<file path="src/rtl/det2_pkg.sv">
// det2_pkg -- shared definitions for the 2x2 determinant feeder.
//   ELEM_W_DEF : default signed element width
//   ROW_W_DEF  : default row width (two elements packed)
//   row_w()    : row width for a given element width
//   det2_state_e : feeder FSM states (LOAD, WAIT, RESP)
package det2_pkg;

  localparam int ELEM_W_DEF = 8;
  localparam int ROW_W_DEF  = 2 * ELEM_W_DEF;
  localparam int CNT_W      = 2;   // element index 0..3
  localparam int LAT_W      = 4;   // latency counter, DET_LAT up to 15

  typedef enum logic [1:0] {
    ST_LOAD = 2'd0,
    ST_WAIT = 2'd1,
    ST_RESP = 2'd2
  } det2_state_e;

  function automatic int row_w(input int ew);
    return 2 * ew;
  endfunction

endpackage

</file>
<file path="src/rtl/det2_row_packer.sv">
// det2_row_packer -- staging registers and row packing for one 2x2 matrix.
// Elements arrive row-major (a11, a12, a21, a22). The first three are staged;
// the fourth is taken straight from data_i so both rows update in one edge.
// Ports:
//   clk, rst  : clock, synchronous active-high reset
//   acc_i     : element accepted this cycle
//   cnt_i     : index of the element being accepted (0..3)
//   data_i    : element value
//   l1_o      : {a11, a12}
//   l2_o      : {a21, a22}
module det2_row_packer
  import det2_pkg::*;
#(
  parameter  int ELEM_W = ELEM_W_DEF,
  localparam int ROW_W  = row_w(ELEM_W)
) (
  input  logic              clk,
  input  logic              rst,
  input  logic              acc_i,
  input  logic [CNT_W-1:0]  cnt_i,
  input  logic [ELEM_W-1:0] data_i,
  output logic [ROW_W-1:0]  l1_o,
  output logic [ROW_W-1:0]  l2_o
);

  logic [ELEM_W-1:0] stg0_q, stg1_q, stg2_q;
  logic [ROW_W-1:0]  l1_q, l2_q;

  always_ff @(posedge clk) begin
    if (rst) begin
      stg0_q <= '0;
      stg1_q <= '0;
      stg2_q <= '0;
      l1_q   <= '0;
      l2_q   <= '0;
    end else if (acc_i) begin
      case (cnt_i)
        2'd0:    stg0_q <= data_i;
        2'd1:    stg1_q <= data_i;
        2'd2:    stg2_q <= data_i;
        default: begin
          // Rows are only ever written here, together.
          l1_q <= {stg0_q, stg1_q};
          l2_q <= {stg2_q, data_i};
        end
      endcase
    end
  end

  assign l1_o = l1_q;
  assign l2_o = l2_q;

endmodule

</file>
<file path="src/rtl/det2_feeder.sv">
// det2_feeder -- collects a 2x2 signed matrix element by element, presents
// its rows to an external determinant unit, waits DET_LAT cycles and holds
// the returned determinant until the consumer takes it.
// Optional feature: define DET2_FEEDER_ZERO_FLAG_EN to add res_zero, a
// registered flag that the captured determinant is zero.
// Ports:
//   clk, rst              : clock, synchronous active-high reset
//   in_valid/in_ready     : element handshake, in_data row-major a11..a22
//   l1, l2                : rows to determinant unit ({a11,a12}, {a21,a22})
//   det_in                : determinant returned by the unit
//   res_valid/res_ready   : result handshake, res_data captured determinant
//   res_zero              : (optional) captured determinant == 0
//   busy                  : FSM not in LOAD
// DET_LAT must be in 1..15.
module det2_feeder
  import det2_pkg::*;
#(
  parameter  int ELEM_W  = ELEM_W_DEF,
  parameter  int DET_LAT = 1,
  localparam int ROW_W   = row_w(ELEM_W)
) (
  input  logic              clk,
  input  logic              rst,
  input  logic              in_valid,
  output logic              in_ready,
  input  logic [ELEM_W-1:0] in_data,
  output logic [ROW_W-1:0]  l1,
  output logic [ROW_W-1:0]  l2,
  input  logic [ELEM_W-1:0] det_in,
  output logic              res_valid,
  input  logic              res_ready,
  output logic [ELEM_W-1:0] res_data,
`ifdef DET2_FEEDER_ZERO_FLAG_EN
  output logic              res_zero,
`endif
  output logic              busy
);

  localparam logic [LAT_W-1:0] LAT_LAST = LAT_W'(DET_LAT - 1);

  det2_state_e       state_q;
  logic [CNT_W-1:0]  cnt_q;
  logic [LAT_W-1:0]  lat_q;
  logic              res_valid_q;
  logic [ELEM_W-1:0] res_data_q;
  logic              res_zero_q;
  logic              accept;

  assign accept = in_valid && (state_q == ST_LOAD);

  always_ff @(posedge clk) begin
    if (rst) begin
      state_q     <= ST_LOAD;
      cnt_q       <= '0;
      lat_q       <= '0;
      res_valid_q <= 1'b0;
      res_data_q  <= '0;
      res_zero_q  <= 1'b0;
    end else begin
      case (state_q)
        ST_LOAD: begin
          if (accept) begin
            if (cnt_q == 2'd3) begin
              cnt_q   <= '0;
              lat_q   <= '0;
              state_q <= ST_WAIT;
            end else begin
              cnt_q <= cnt_q + 2'd1;
            end
          end
        end
        ST_WAIT: begin
          // lat_q counts WAIT cycles from 0; the last one samples det_in.
          if (lat_q == LAT_LAST) begin
            res_data_q  <= det_in;
            res_zero_q  <= (det_in == '0);
            res_valid_q <= 1'b1;
            state_q     <= ST_RESP;
          end else begin
            lat_q <= lat_q + 1'b1;
          end
        end
        ST_RESP: begin
          if (res_ready) begin
            res_valid_q <= 1'b0;
            state_q     <= ST_LOAD;
          end
        end
        default: state_q <= ST_LOAD;
      endcase
    end
  end

  det2_row_packer #(.ELEM_W(ELEM_W)) u_packer (
    .clk    (clk),
    .rst    (rst),
    .acc_i  (accept),
    .cnt_i  (cnt_q),
    .data_i (in_data),
    .l1_o   (l1),
    .l2_o   (l2)
  );

  assign in_ready  = (state_q == ST_LOAD);
  assign busy      = (state_q != ST_LOAD);
  assign res_valid = res_valid_q;
  assign res_data  = res_data_q;

`ifdef DET2_FEEDER_ZERO_FLAG_EN
  assign res_zero = res_zero_q;
`else
  logic unused_zero;
  assign unused_zero = res_zero_q;
`endif

endmodule

</file>
<file path="config.mk">
export PLATFORM = sky130hd
export DESIGN_NAME = det2_feeder
export DESIGN_NICKNAME = d
export VERILOG_FILES = /design/src/rtl/det2_pkg.sv /design/src/rtl/det2_row_packer.sv /design/src/rtl/det2_feeder.sv
export SDC_FILE = /design/constraint.sdc
export NUM_CORES = 1
export LEC_CHECK = 0
export BUFFER_PORTS_ARGS = -buffer_cell sky130_fd_sc_hd__buf_2
export CORE_ASPECT_RATIO = 1.4
export CORE_MARGIN = 1.5
export CORE_UTILIZATION = 54
export CTS_CLUSTER_DIAMETER = 120
export DETAILED_ROUTE_END_ITERATION = 8
export PLACE_DENSITY = 0.88
export SLEW_MARGIN = 20
export SYNTH_ARGS = -nofsm -noshare
export SYNTH_HDL_FRONTEND = slang
export SYNTH_HIERARCHICAL = 1
export SYNTH_SLANG_ARGS = --single-unit
</file>
<file path="constraint.sdc">
create_clock -name clk -period 2.25 [get_ports clk]
set_input_delay 0.3375 -clock clk [delete_from_list [all_inputs] [get_ports clk]]
set_output_delay 0.3375 -clock clk [all_outputs]
set_load 0.05 [all_outputs]
</file>
== After elaboration in Yosys (flattened, before gate mapping) ==
Cells that the tools add are included.
W data, S select, Z words.

* Output and inout port bits: 43
* Register bits after elaboration: 73
* Input bits: 20

* Equal/unequal tests: 10
* Reductions and logical operators: 17
* Bitwise logic cells: 1
* Add/subtract/negate cells: 2
* Muxes and demuxes: 13

{| class="wikitable"
|+ Operators by type and width
! kind !! count
|-
| $mux W4 || 3
|-
| $reduce_and A2 Y1 || 6
|-
| $mux W2 || 5
|-
| $pmux W4 S2 || 1
|-
| $reduce_and A4 Y1 || 2
|-
| $eq A2 B2 Y1 const B || 3
|-
| $ne A2 B2 Y1 const B || 3
|-
| $pmux W2 S3 || 1
|-
| $reduce_bool A2 Y1 || 3
|-
| $add A4 B1 Y4 const B || 1
|-
| $eq A2 B1 Y1 const B || 2
|-
| $logic_not A2 Y1 || 2
|-
| $logic_not A4 Y1 || 1
|-
| $ne A2 B1 Y1 const B || 2
|-
| $reduce_and A3 Y1 || 1
|-
| $reduce_or A3 Y1 || 1
|-
| $add A2 B1 Y2 const B || 1
|-
| $mux W1 || 2
|-
| $pmux W1 S2 || 1
|-
| $logic_and A1 B1 Y1 || 1
|-
| $not A1 Y1 || 1
|}

== Depth between registers and ports, before layout ==
Gate-level depths: netlist of the first run.

* Depth in word-level cells: 4
* Gate-level depth with buffers: 6
* Mapped depth without buffers: 5

== Modules after synthesis ==
Netlist of the first run, hierarchy kept.

{| class="wikitable"
|+ Modules (own cells, without submodules)
! module !! cells each !! area each (um^2) !! instances
|-
| det2_row_packer || 195 || 2,192.1 || 1
|-
| det2_feeder || 88 || 773.2 || 1
|}

== Least setup slack after synthesis of the first run ==
OpenSTA, ideal clock, no wires.

* Path kind: register to register
* From: register state_q[1]
* To: register u_packer.stg0_q[7]
* Path slack: 0.676 ns
* Stages on the path, launching flop included: 5
* Arrival: 1.453 ns
* Period minus slack after synthesis: 1.574 ns
* Setup time: 0.121 ns
* Path buffers: 1
* Cells stage by stage: dfxtp_1 nor3b_2 or3b_1 buf_6 mux2i_1

* Longest elaborated chain between the ends: 3

{| class="wikitable"
|+ Ends and longest elaborated chain
! element !! line !! text
|-
| from (decl) || det2_feeder.sv:41 || <nowiki>det2_state_e state_q;</nowiki>
|-
| from (signal assigned) || det2_feeder.sv:53 || <nowiki>state_q <= ST_LOAD;</nowiki>
|-
| from (signal assigned) || det2_feeder.sv:66 || <nowiki>state_q <= ST_WAIT;</nowiki>
|-
| from (signal assigned) || det2_feeder.sv:78 || <nowiki>state_q <= ST_RESP;</nowiki>
|-
| $logic_not A2 Y1 || det2_feeder.sv:49 || <nowiki>assign accept = in_valid && (state_q == ST_LOAD);</nowiki>
|-
| $logic_and A1 B1 Y1 || det2_feeder.sv:49 ||
|-
| net accept || det2_feeder.sv:47 || <nowiki>logic accept;</nowiki>
|-
| $reduce_and A2 Y1 (no source line) || - ||
|-
| to (signal assigned) || det2_row_packer.sv:38 || <nowiki>2'd0: stg0_q <= data_i;</nowiki>
|-
| to (decl) || det2_row_packer.sv:26 || <nowiki>logic [ELEM_W-1:0] stg0_q, stg1_q, stg2_q;</nowiki>
|}

The timed path passes the listed nets, and every way through them passes these cells.
A chain may end at the register's enable or synchronous reset.

== Worst setup path in the final report of the first run ==
* From: register state_q[1]
* To: register u_packer.l1_q[9], in the netlist u_packer/l1_o[9]

* Longest elaborated chain between the ends: 3

{| class="wikitable"
|+ Ends and longest elaborated chain
! element !! line !! text
|-
| $logic_not A2 Y1 || det2_feeder.sv:49 ||
|-
| $logic_and A1 B1 Y1 || det2_feeder.sv:49 ||
|-
| net accept || det2_feeder.sv:47 ||
|-
| $reduce_and A2 Y1 (no source line) || - ||
|-
| to (signal assigned) || det2_row_packer.sv:43 || <nowiki>l1_q <= {stg0_q, stg1_q};</nowiki>
|-
| to (decl) || det2_row_packer.sv:27 || <nowiki>logic [ROW_W-1:0] l1_q, l2_q;</nowiki>
|}

The timed path passes the listed nets, and every way through them passes these cells.

==> results of run 1 <==
[final timing paths]
kind	startpoint	to
setup / recovery	state_q[1]$_SDFFE_PP0P_	u_packer/l1_o[9]$_SDFFE_PP0P_
hold / removal	det_in[3]	res_data[3]$_SDFFE_PP0P_
setup reg to reg	state_q[1]$_SDFFE_PP0P_	u_packer/l1_o[9]$_SDFFE_PP0P_
hold reg to reg	u_packer/l1_o[2]$_SDFFE_PP0P_	u_packer/l1_o[2]$_SDFFE_PP0P_
[cell families (layout without fill, tap and decap cells)]
family | Yosys count | after routing | share of synthesized area
simple gates | 97 | 97 | 0.207
flops | 73 | 73 | 0.493
mux | 58 | 58 | 0.196
compound gates | 28 | 28 | 0.0557
buf+inv | 24 | 91 | 0.0359
fa+ha+maj | 3 | 3 | 0.0127
[stage by stage]
| step | instances | setup WS, ns | total power, W |
|---|---|---|---|
| after floorplan | 283 | 0.676 | 0.00150 |
| after global routing | 416 | 0.309 | 0.00252 |
| after CTS | 416 | 0.449 | 0.00243 |
| after global placement | 402 | 0.520 | 0.00155 |
| after detailed placement | 402 | 0.465 | 0.00156 |
| final | 416 | 0.452 | 0.00241 |
[synthesized netlist by cell type]
library cell,instances,area [µm²]
dfxtp_1,73,1460
nand2b_1,65,407
mux2i_1,58,581
a21oi_1,11,55.1
nand3_1,11,55.1
clkbuf_1,10,37.5
o21ai_0,8,40.0
buf_2,7,35.0
inv_1,6,22.5
ha_1,3,37.5
nor2_1,3,11.3
o31ai_1,3,22.5
or3b_1,3,26.3
and3b_1,2,17.5
nand3b_1,2,15.0
nor2b_1,2,12.5
nor3b_2,2,25.0
o21ai_1,2,10.0
or3_1,2,12.5
a211o_1,1,8.76
a211oi_1,1,7.51
a221oi_2,1,15.0
a31oi_1,1,6.26
and3_1,1,6.26
buf_6,1,11.3
nand2_1,1,3.75
nand4b_1,1,8.76
or2_2,1,6.26
or4_1,1,7.51
[registers in the layout, summed over array words and instances, names as in the netlist]
| name | flops |
|---|---|
| res_data | 8 |
| u_packer/stg0_q | 8 |
| cnt_q | 2 |
| lat_q | 4 |
| u_packer/stg2_q | 8 |
| u_packer/l1_o | 16 |
| u_packer/stg1_q | 8 |
| state_q | 2 |
| res_valid | 1 |
| u_packer/l2_o | 16 |
[layer usage]
layer / GRT usage / vias up / part of all wire
li1: - / 1093 / -
met1: 0.254 / 995 / 0.42
met2: 0.359 / 56 / 0.51
met3: 0.0586 / 12 / 0.041
met4: 0.102 / 0 / 0.023
met5: 0 / - / 0
[worst reg2reg max path, stage by stage, from the launching register on]
cell,delay [ns]
dfxtp_1,0.37
nor3b_2,0.41
and3_1,0.66
mux2i_1,0.28
[power by group through the flow]
stage	clock [W]	combinational, W	sequential [W]
floorplan	0	0.000124	0.00138
global placement	0	0.000184	0.00137
detailed placement	0	0.000187	0.00137
CTS	0.000908	0.000188	0.00134
global route	0.000969	0.000203	0.00134
finish	0.000880	0.000187	0.00134
[final cells by class]
cell class,instances,area (µm²)
multi-input combinational,186,1400
fill,411,1710
clock inverter,3,17.5
timing repair buffer,71,390
sequential,73,1460
tap,66,82.6
clock buffer,11,151
inverter,6,22.5
==> metrics.md, run 1 <==
| Metric | Value |
|---|---|
| Synth Cell Area | `2970 µm²` |
| Slowest CP cell | `and3_1` |
| Pwr dens | `683 nW/µm²` |
| Share of the yosys chip area belonging to registers | `0.493` |
| Final GP Congestion | `0.774` |
| Die width | `65.6 µm` |
| Detail Route Antenna Nets | `0` |
| Global-route wire length before repair | `9.95 mm` |
| Clk sink count | `73` |
| Worst reg2reg path depth | `3` |
| Die height | `90.7 µm` |
| Cell Chain, Critical Path | `nor3b_2, and3_1, mux2i_1` |
| Number of setup violations in the final report | `0` |
| Root Buffer Master | `clkbuf_8` |
| Remaining Overflow, GRT | `0` |
| Worst path bufs/invs | `0` |
| Largest net degree at the start of global routing | `52` |
| Critical path class | `flip-flop to flip-flop` |
| Max H-tree Level | `3` |
| RSZ-0062 raised after global routing | `false` |
| CP Max Fanout | `11` |
| FMAX | `556 MHz` |
| Synth warn | `6` |
| Layout cell share with drive strength beyond 1 | `0.254` |
| P_sw | `0.000555 W` |
| Routed WL | `5.76 mm` |
| Inserted Diodes | `0` |
| CTS clk-pin slew, worst paths | `0.07 ns` |
| Run status | `complete, no violations` |
| Setup TNS Final | `0 ns` |
| Pre-Repair DR Iteration Count | `4` |
| Final Cycle Share | `0.799` |
| Vias per std cell | `5.18` |
| Setup crit start kind | `flip-flop` |
| Most frequent cells in the layout | `dfxtp_1 (73), nand2b_1 (65), buf_2 (62)` |
| Max VDD drop | `0.412 mV` |
| DRT iter0 DRCs | `92` |
| Clk pwr share | `0.366` |
| Critical path depth | `3` |
| Clock network latency to the later pin of the worst-skew pair | `0.34 ns` |
| Fin nets | `370` |
| DIE AREA | `5950 µm²` |
| Hold path depth | `3` |
| Vias | `2,156` |
| Setup bufs post-CTS | `0` |
| Crit path max-delay family | `simple AND/OR/NAND/NOR gates` |
| Syn Area/Cell | `10.5 µm²` |
| Site row count | `31` |
| Hold/Removal Path Class | `input port to flip-flop` |
| Vias in the first global route | `2,113` |
| #FFs+latches synth | `73` |
| Internal | `0.00185 W` |
| Static Leak | `1.66 nW` |
| Final hold violation count | `0` |
| Initial Util | `0.566` |
| Area grow syn2layout | `18.8%` |
| CP max stage delay | `0.66 ns` |
| Initial antenna violation count | `0` |
| Seq pwr share | `0.556` |
| Combinational share of power | `0.078` |
| Clock Skews | `0.00534 ns` |
| Core area | `5240 µm²` |
| Max-slew violations | `0` |
| Clk buf depth | `2` |
| CP arrival | `2.06 ns` |
| Most common cell after layout, fill and taps aside | `dfxtp_1` |
| Worst-Margin Slew | `0.682 ns` |
| Hpwl dp | `4.11 mm` |
| Core Util, Final | `0.673` |
| Count of cell types in the netlist | `29` |
| DR WL/cell | `13.9 µm` |
| Post_cts resized | `0` |
| Hold_ws | `0.247 ns` |
| Sw frac | `0.231` |
| Max Cap Viol | `0` |
| Relative slew slack | `0.545` |
| CTS tree | `done` |
| Synth Instances | `283` |
| WP data required | `2.51 ns` |
| Io pins | `63` |
| Final min period | `1.80 ns` |
| Post-synth net total | `306` |
| Post-CTS Hold Fix Bufs | `0` |
| DRC Markers | `0` |
| CP endpoint kind | `flip-flop` |
| Post-route cell area | `3520 µm²` |
| Register-to-register setup slack | `0.45 ns` |
| Port Buffers | `62` |
| CTS Buf Count | `9` |
| Placed Instance Area | `3350 µm²` |
| Global Route Usage Sum | `0.217` |
No activity file was read; power rests on OpenSTA's default activity.
==> inputs of run 2 (changes only) <==
CORE_UTILIZATION = 48   (was 54)
PLACE_DENSITY = 0.83   (was 0.88)
clock period = 1.6 ns   (was 2.25 ns; I/O delays follow)
==> metrics.md, run 2 (same netlist as run 1, synthesis figures left out) <==
| Metric | Value |
|---|---|
| Run status | `complete, no violations (unchanged)` |
| Setup TNS Final | `0 ns (unchanged)` |
| Layout cell share with drive strength beyond 1 | `0.266 (was 0.254)` |
| DIE AREA | `6670 µm² (was 5950 µm²)` |
| Final GP Congestion | `0.826 (was 0.774)` |
| CP endpoint kind | `primary output (was flip-flop)` |
| Vias | `2,137 (was 2,156)` |
| Worst-Margin Slew | `0.467 ns (was 0.682 ns)` |
| CTS tree | `done (unchanged)` |
| Final min period | `1.58 ns` |
| Placed cell count | `406 (was 402)` |
| Area grow syn2layout | `22.2% (was 18.8%)` |
| Max-slew violations | `0 (unchanged)` |
| RSZ-0062 raised after global routing | `true (was false)` |
| Hpwl dp | `4.13 mm (was 4.11 mm)` |
| DRC Markers | `0 (unchanged)` |
| Pre-CTS WS | `-0.112 ns (was 0.465 ns)` |
| Power Total | `0.00357 W (was 0.00241 W)` |
| Root Buffer Master | `clkbuf_8 (unchanged)` |
| Clock Skews | `0.00773 ns (was 0.00534 ns)` |
| WP data required | `1.36 ns (was 2.51 ns)` |
| Global-route wire length before repair | `9.45 mm (was 9.95 mm)` |
| Routed WL | `5.90 mm (was 5.76 mm)` |
| Clk sink count | `73 (unchanged)` |
| Hold/Removal Path Class | `input port to flip-flop (unchanged)` |
| Final hold violation count | `0 (unchanged)` |
| Largest net degree at the start of global routing | `42 (was 52)` |
| Clk buf depth | `2 (unchanged)` |
| Vias per std cell | `5.04 (was 5.18)` |
| Initial antenna violation count | `0 (unchanged)` |
| Initial Util | `0.502 (was 0.566)` |
| Post-Layout Cell Count | `424 (was 416)` |
| Number of setup violations in the final report | `0 (unchanged)` |
| Die height | `96 µm (was 90.7 µm)` |
| Register-to-register setup slack | `0.10 ns (was 0.45 ns)` |
| Final worst slack | `0.0162 ns (was 0.452 ns)` |
| Critical path class | `flip-flop to primary output (was flip-flop to flip-flop)` |
| Relative slew slack | `0.689 (was 0.545)` |
| Vias in the first global route | `2,075 (was 2,113)` |
| Io pins | `63 (unchanged)` |
| Max VDD drop | `0.554 mV (was 0.412 mV)` |
| Core area | `5900 µm² (was 5240 µm²)` |
| Detail Route Antenna Nets | `0 (unchanged)` |
| Pwr dens | `985 nW/µm² (was 683 nW/µm²)` |
| Clock network latency to the later pin of the worst-skew pair | `0.34 ns (about the same)` |
| Remaining Overflow, GRT | `0 (unchanged)` |
| Fin nets | `373 (was 370)` |
| Max Cap Viol | `0 (unchanged)` |
| Final Cycle Share | `0.990` |
| Max H-tree Level | `3 (unchanged)` |
| CP arrival | `1.34 ns (was 2.06 ns)` |
| Post-route cell area | `3620 µm² (was 3520 µm²)` |
| DR WL/cell | `13.9 µm (about the same)` |
| Inserted Diodes | `0 (unchanged)` |
| DRT iter0 DRCs | `104 (was 92)` |
| Pre-Repair DR Iteration Count | `4 (unchanged)` |
| Global Route Usage Sum | `0.182 (was 0.217)` |
| Die width | `69.4 µm (was 65.6 µm)` |
| Static Leak | `1.69 nW (was 1.66 nW)` |
| Most common cell after layout, fill and taps aside | `dfxtp_1 (unchanged)` |
| Port Buffers | `62 (unchanged)` |
| Site row count | `33 (was 31)` |
| Post-CTS Hold Fix Bufs | `0 (unchanged)` |
| FMAX | `631 MHz` |
| CTS Buf Count | `9 (unchanged)` |
| CP Max Fanout | `7 (was 11)` |
| Placed Instance Area | `3380 µm² (was 3350 µm²)` |
| Setup crit start kind | `flip-flop (unchanged)` |
| CTS clk-pin slew, worst paths | `0.07 ns (about the same)` |
| Most frequent cells in the layout | `dfxtp_1 (72), nand2b_1 (65), buf_2 (60) (was dfxtp_1 (73), nand2b_1 (65), buf_2 (62))` |
-- run 2: critical path, stage by stage (launching register included) --
cell and delay (ns):
dfxtp_2 0.33, buf_4 0.15, or2_2 0.32, inv_2 0.07
buf_8 0.14
-- run 2: worst paths after layout --
kind	start	to	cells past startpoint
min reg2reg	u_packer/l1_o[11]$_SDFFE_PP0P_	u_packer/l1_o[11]$_SDFFE_PP0P_	2
min	det_in[1]	res_data[1]$_SDFFE_PP0P_	3
max	state_q[1]$_SDFFE_PP0P_	in_ready	4
max reg2reg	cnt_q[0]$_SDFFE_PP0P_	state_q[0]$_SDFFE_PP0P_	4
-- run 2: layer usage --
metal,vias up,part of all wire,GRT usage
li1,1091,-,-
met1,981,0.41,0.196
met2,57,0.51,0.318
met3,8,0.060,0.0733
met4,0,0.015,0.0735
met5,-,0,0
-- run 2: stage by stage --
step	hold slack, ns	util
6_report	0.142	0.613
5_1_grt	0.146	0.613
4_1_cts	0.128	0.609
3_5_place_dp	0.462	0.573
3_3_place_gp	0.460	0.573
2_1_floorplan	0.388	-
-- run 2: where the power goes --
part	internal, W	switching, W
registers	0.00186	0.0000223
logic	0.000124	0.000147
clock network	0.000757	0.000657
total	0.00274	0.000827
-- run 2: area by class of cell --
type | count | area, µm²
sequential | 73 | 1460
tap | 70 | 87.6
inverter | 6 | 22.5
clock inverter | 4 | 53.8
clock buffer | 11 | 141
multi-input combinational | 186 | 1400
timing repair buffer | 74 | 450
fill | 483 | 2280
-- run 2: what timing repair did --
item / CTS / global route
pin swaps: 0 / 0
resized for setup: 4 / 4
setup buffers: 0 / 3
setup endpoints to repair: 6 / 5
